===== src/rtl/seg7_pkg.sv =====
// Shared types and constants for the step-counter display back-end.
// Holds the conversion FSM states and the active-low segment encodings.
package seg7_pkg;

    typedef enum logic [1:0] {
        IDLE,
        SHIFT,
        UPDATE
    } state_t;

    localparam logic [13:0] MAX_VAL   = 14'd9999;
    localparam logic [6:0]  SEG_BLANK = 7'b1111111;
    localparam logic [6:0]  SEG_DASH  = 7'b0111111;

    // Segment order is {g,f,e,d,c,b,a}, active low
    function automatic logic [6:0] seg_of(input logic [3:0] d);
        logic [6:0] s;
        s = SEG_BLANK;
        case (d)
            4'd0: s = 7'b1000000;
            4'd1: s = 7'b1111001;
            4'd2: s = 7'b0100100;
            4'd3: s = 7'b0110000;
            4'd4: s = 7'b0011001;
            4'd5: s = 7'b0010010;
            4'd6: s = 7'b0000010;
            4'd7: s = 7'b1111000;
            4'd8: s = 7'b0000000;
            4'd9: s = 7'b0010000;
            default: s = SEG_BLANK;
        endcase
        return s;
    endfunction

endpackage


===== src/rtl/seg7_scan_bin2bcd.sv =====
// Iterative double-dabble engine: one IDLE sample, BIN_W shifts, one UPDATE.
// Exposes the pending result so the display can switch on the same edge.
module bin2bcd_iter
    import seg7_pkg::*;
#(
    parameter int BIN_W = 14
) (
    input  logic             clk,
    input  logic             reset,
    input  logic [BIN_W-1:0] bin,
    output logic [15:0]      bcd,
    output logic             ovf,
    output logic             done,
    output logic [15:0]      res_bcd,
    output logic             res_ovf,
    output logic             upd
);

    state_t state, state_nx;
    logic [15+BIN_W:0] work, work_adj;
    logic [4:0] cnt;
    logic smp_ovf;

    always_comb begin
        state_nx = state;
        work_adj = work;
        for (int i = 0; i < 4; i++) begin
            if (work[BIN_W+4*i +: 4] >= 4'd5)
                work_adj[BIN_W+4*i +: 4] = work[BIN_W+4*i +: 4] + 4'd3;
        end
        case (state)
            IDLE:    state_nx = SHIFT;
            SHIFT:   if (cnt == 5'(BIN_W-1)) state_nx = UPDATE;
            UPDATE:  state_nx = IDLE;
            default: state_nx = IDLE;
        endcase
    end

    assign res_bcd = work[15+BIN_W -: 16];
    assign res_ovf = smp_ovf;
    assign upd     = (state == UPDATE);

    always_ff @(posedge clk or posedge reset) begin
        if (reset) begin
            state   <= IDLE;
            work    <= '0;
            cnt     <= '0;
            smp_ovf <= 1'b0;
            bcd     <= '0;
            ovf     <= 1'b0;
            done    <= 1'b0;
        end else begin
            state <= state_nx;
            done  <= (state == UPDATE);
            case (state)
                IDLE: begin
                    work    <= {16'd0, bin};
                    cnt     <= '0;
                    smp_ovf <= 32'(bin) > 32'(MAX_VAL);
                end
                // Top carry is dropped: thousands wrap, giving bin mod 10000
                SHIFT: begin
                    work <= {work_adj[14+BIN_W:0], 1'b0};
                    cnt  <= cnt + 5'd1;
                end
                UPDATE: begin
                    bcd <= work[15+BIN_W -: 16];
                    ovf <= smp_ovf;
                end
                default: ;
            endcase
        end
    end

endmodule


===== src/rtl/seg7_scan.sv =====
// Step-counter display: BCD conversion plus 4-digit common-anode scan.
// Digit drive is registered and follows the next-cycle bcd/ovf/index.
module seg7_scan
    import seg7_pkg::*;
#(
    parameter int SCAN_DIV = 50000,
    parameter int BIN_W    = 14
) (
    input  logic             clk,
    input  logic             reset,
    input  logic [BIN_W-1:0] bin,
    input  logic             blank_lz,
    output logic [15:0]      bcd,
    output logic             ovf,
    output logic             done,
    output logic [3:0]       an_n,
    output logic [6:0]       seg_n
);

    logic [15:0] pre;
    logic [1:0]  idx, idx_nx;
    logic        wrap;
    logic [15:0] res_bcd, bcd_nx;
    logic        res_ovf, ovf_nx, upd;
    logic [3:0]  nib, zero_hi;
    logic [6:0]  seg_nx;

    bin2bcd_iter #(.BIN_W(BIN_W)) u_conv (
        .clk     (clk),
        .reset   (reset),
        .bin     (bin),
        .bcd     (bcd),
        .ovf     (ovf),
        .done    (done),
        .res_bcd (res_bcd),
        .res_ovf (res_ovf),
        .upd     (upd)
    );

    always_comb begin
        wrap       = (pre == 16'(SCAN_DIV-1));
        idx_nx     = wrap ? idx + 2'd1 : idx;
        bcd_nx     = upd ? res_bcd : bcd;
        ovf_nx     = upd ? res_ovf : ovf;
        nib        = bcd_nx[4*idx_nx +: 4];
        zero_hi[3] = (bcd_nx[15:12] == 4'd0);
        zero_hi[2] = zero_hi[3] && (bcd_nx[11:8] == 4'd0);
        zero_hi[1] = zero_hi[2] && (bcd_nx[7:4] == 4'd0);
        zero_hi[0] = 1'b0;
        if (ovf_nx)
            seg_nx = SEG_DASH;
        else if (blank_lz && zero_hi[idx_nx])
            seg_nx = SEG_BLANK;
        else
            seg_nx = seg_of(nib);
    end

    always_ff @(posedge clk or posedge reset) begin
        if (reset) begin
            pre   <= '0;
            idx   <= '0;
            an_n  <= 4'b1110;
            seg_n <= 7'b1000000;
        end else begin
            pre   <= wrap ? 16'd0 : pre + 16'd1;
            idx   <= idx_nx;
            an_n  <= ~(4'b0001 << idx_nx);
            seg_n <= seg_nx;
        end
    end

endmodule


===== config.mk =====
export PLATFORM = sky130hd
export DESIGN_NAME = seg7_scan
export DESIGN_NICKNAME = d
export VERILOG_FILES = /design/src/rtl/seg7_pkg.sv /design/src/rtl/seg7_scan_bin2bcd.sv /design/src/rtl/seg7_scan.sv
export SDC_FILE = /design/constraint.sdc
export NUM_CORES = 1
export LEC_CHECK = 0
export ABC_AREA = 1
export CORE_ASPECT_RATIO = 1.25
export CORE_MARGIN = 5
export CORE_UTILIZATION = 45
export DETAILED_ROUTE_END_ITERATION = 10
export PLACE_DENSITY = 0.77
export SLEW_MARGIN = 15
export SYNTH_ARGS = -nofsm -noshare
export SYNTH_HDL_FRONTEND = slang
export SYNTH_HIERARCHICAL = 1
export SYNTH_SLANG_ARGS = --single-unit

===== constraint.sdc =====
create_clock -name clk -period 3.3 [get_ports clk]
set_clock_uncertainty 0.2 [all_clocks]
set_input_delay 0.66 -clock clk [delete_from_list [all_inputs] [get_ports clk]]
set_output_delay 0.66 -clock clk [all_outputs]
set_load 0.01 [all_outputs]

==> flow_summary.yaml <==
synth:
  syn-num-nets: 649
  synth-async-reset-ratio_pct: 100
  syn-cell-area_mm2: 0.00483
  synthCells: 620
  synth-edff-count: 0
  synth.distinct_cells: 40
  synth_top_area_cell: "dfrtp_1"
  yosysWarningCount: 6
  ys_top_cells_by_area: "dfrtp_1 (42%), nand2_1 (16%), nand3_1 (5.7%)"
  yosys-top-cells-count: "nand2_1 (200), dfrtp_1 (81), inv_1 (65)"
  yosysMostFrequentCell: "nand2_1"
  ys_seq_elements: 85
  synth.top_cell.area_share_pct: 42.0
  ys.flop_type: "dfrtp_1"
  avgSynthCellArea_um2: 7.78
  seq_area_frac_synth_pct: 44.2
global_routing:
  grt_pass1_wl_um: 18100
  grt_use_met1_pct: 20.9
  grt_pass1_vias: 4036
  top_usage_layer: "met2"
  grt_use_met3_pct: 3.21
  grt_overflow: 0
  met2_usage_pct: 29.1
  grt_use_total_pct: 17.2
  grt_max_degree: 34
  grt_antenna_before_repair: 0
detailed_routing:
  drc: 0
  vias: 4011
  post_drt_wl_per_cell_um: 12.9
  drtIter0Drc: 315
  routed_wl_um: 10200
  vias_per_cell: 5.10
  ant_nets: 0
  dr.pass1.iters: 5
sta:
  max_slew_margin_pct: 58.2
  min_period_over_period_pct: 77.6
  fmax_mhz: 390
  finalMaxSlewViolations: 0
  final-setup-viol-count: 0
  finalHoldViolations: 0
  hold_ws_ns: 0.251
  setup_ws_ns: 0.738
  worst_pin_slew_ns: 0.627
  rsz0062_at_grt: "no"
  fin_crit_ns: 2.56
  final.setup.tns_ns: 0
cts:
  cts-root-buf: "clkbuf_16"
  ctsHoldBuffers: 0
  cts_tree: "built"
  clk_pin_slew_ns: 0.06
  cts_resized: 0
  cts_made_buffers: 9
  clock-sinks: 85
  cts_buffer_depth: 2
  clk_latency_ns: 0.34
  h-tree-depth: 3
  cts_setup_buffers: 0
cells_and_area:
  antenna_cells: 0
  drive_gt1_share_pct: 11.3
  fillers: 955
  nets: 678
  syn_to_final_growth_pct: 15.3
  final_core_util_pct: 52.7
  final_area_mm2: 0.00557
worst_setup_path:
  worst-path-max-fanout: 11
  crit_path_end_kind: "flip-flop"
  worst_setup_path_start_kind: "flip-flop"
  reg2reg_slack_ns: 0.74
  cp_cell_sequence: "ha_1, nand3_4, nor2_2, nand3_2, nand2_2, nand2_1, nand3_1, nand2_1, ha_1, inv_1, nand2_1, nand2_1, nand2_1, nand2_1"
  r2r-end: "seg_n[3]"
  reg2reg_depth: 14
  max_stage_delay_ns: 0.37
  slowest_stage: "dfrtp_1"
  rr_startpoint: "pre[0]"
  required_ns: 3.32
  worstSetupPathType: "reg2reg"
  crit_path_frequent_cell: "nand2_1"
  critPathArrivalTime_ns: 2.59
placed_design:
  portBuffers: 45
  place.gp.congestion: 0.855
  dpl.hpwl_um: 7600
  dpl_cell_area_mm2: 0.00524
  post-place-ws_ns: 0.743
power:
  ir_drop_mv: 0.245
  p_sw_share_pct: 29.5
  p_clk_share_pct: 33.7
  p_int_mw: 2.28
  power.density_mw_per_mm2: 581
  cellLeakagePower_nw: 2.76
  power_frac_seq_pct: 40.1
  p_sw_uw: 952
  pwr-share-comb_pct: 26.1
worst_hold_path:
  hold_path_depth: 1
  holdCritStartpoint: "idx[1]"
  hp-class: "reg2reg"
  min_to: "an_n[3]"
floorplanning:
  die_area_mm2: 0.0129
  start_util_pct: 45.7
  die_w_um: 103
  io_pins: 46
  coreArea_mm2: 0.0106
  rows: 42
  fp.dieH_um: 126
run:
  maxCapViolations: 0
status:
  status: "complete, no violations"
[metal layers]
layer  routed length [um]  part of all wire, %
met1                 4300                   42
met2                 5160                   51
met3                  522                  5.1
met4                  175                  1.7
met5                    0                    0
[state kept, by name (all words and copies together) (netlist names)]
signal          flops
an_n                4
idx                 2
pre                16
seg_n               7
u_conv/bcd         16
u_conv/cnt          5
u_conv/done         1
u_conv/ovf          1
u_conv/res_ovf      1
u_conv/state        2
u_conv/work        30
[worst max-delay path by stage]
stage                               start  slack, ns        to  depth (start not counted)
after floorplan           u_conv/state[1]       1.03  seg_n[3]                         15
after global placement             pre[0]       0.81  seg_n[3]                         14
after detailed placement           pre[0]       0.74  seg_n[3]                         14
after CTS                          pre[0]       0.73  seg_n[3]                         14
after global routing               pre[0]       0.46  seg_n[3]                         14
final                              pre[0]       0.74  seg_n[3]                         14
[through the flow]
stage                     power, mW  std cells
after floorplan                1.75        620
after global placement         2.16        770
after detailed placement       2.17        770
after CTS                      3.28        786
after global routing           3.43        786
final                          3.23        786
[power groups by stage]
| stage | Combinational (mW) | Clock [mW] | Sequential (mW) |
|---|---|---|---|
| global placement | 0.840 | 0 | 1.32 |
| detailed placement | 0.856 | 0 | 1.32 |
| global route | 0.955 | 1.16 | 1.32 |
| finish | 0.845 | 1.09 | 1.30 |
| CTS | 0.858 | 1.12 | 1.30 |
| floorplan | 0.407 | 0 | 1.34 |
[cells in the final DEF, fill, tap and decap left out, drive strengths merged]
master	count
nand2	214
dfrtp	81
inv	74
nand3	62
o21ai	46
clkdlybuf4s50	45
nor2	42
nand4	13
ha	12
clkbuf	10
or2	10
buf	6
nor3	4
a21oi	4
xor2	4
dfstp	4
clkinv	4
o22ai	3
o211ai	3
nand3b	2
bufinv	2
xnor2	1
o221ai	1
a221oi	1
mux2i	1
nor3b	1
clkinvlp	1
a22o	1
a22oi	1
o21bai	1
[cell families (layout without fill, tap and decap cells)]
group	Yosys count	after routing	share of synthesized area, %
AND/OR/NAND/NOR	348	348	33.4
AO/OA/AOI/OAI	61	61	6.90
flip-flops	85	85	44.2
multiplexers	1	1	0.207
buffers and inverters	108	142	11.3
XOR/XNOR	5	5	0.907
adder cells (fa/ha/maj)	12	12	3.11
[final cells by class]
type	instances	area (um2)	share of cell area, %
Clock buffer	10	239	4.29
Clock inverter	6	86.3	1.55
Sequential cell	85	2130	38.3
Timing Repair Buffer	51	495	8.90
Inverter	75	297	5.33
Tap cell	132	165	2.97
Multi-Input combinational cell	427	2150	38.6
[critical path, delay by kind of cell (launching register included)]
kind / cells / cell delay, ns
adders and majority gates: 2 / 0.54
buffers and inverters: 1 / 0.04
DFF: 1 / 0.37
and+or+nand+nor: 11 / 1.29
Note: power is estimated with default switching activity, not from simulation.
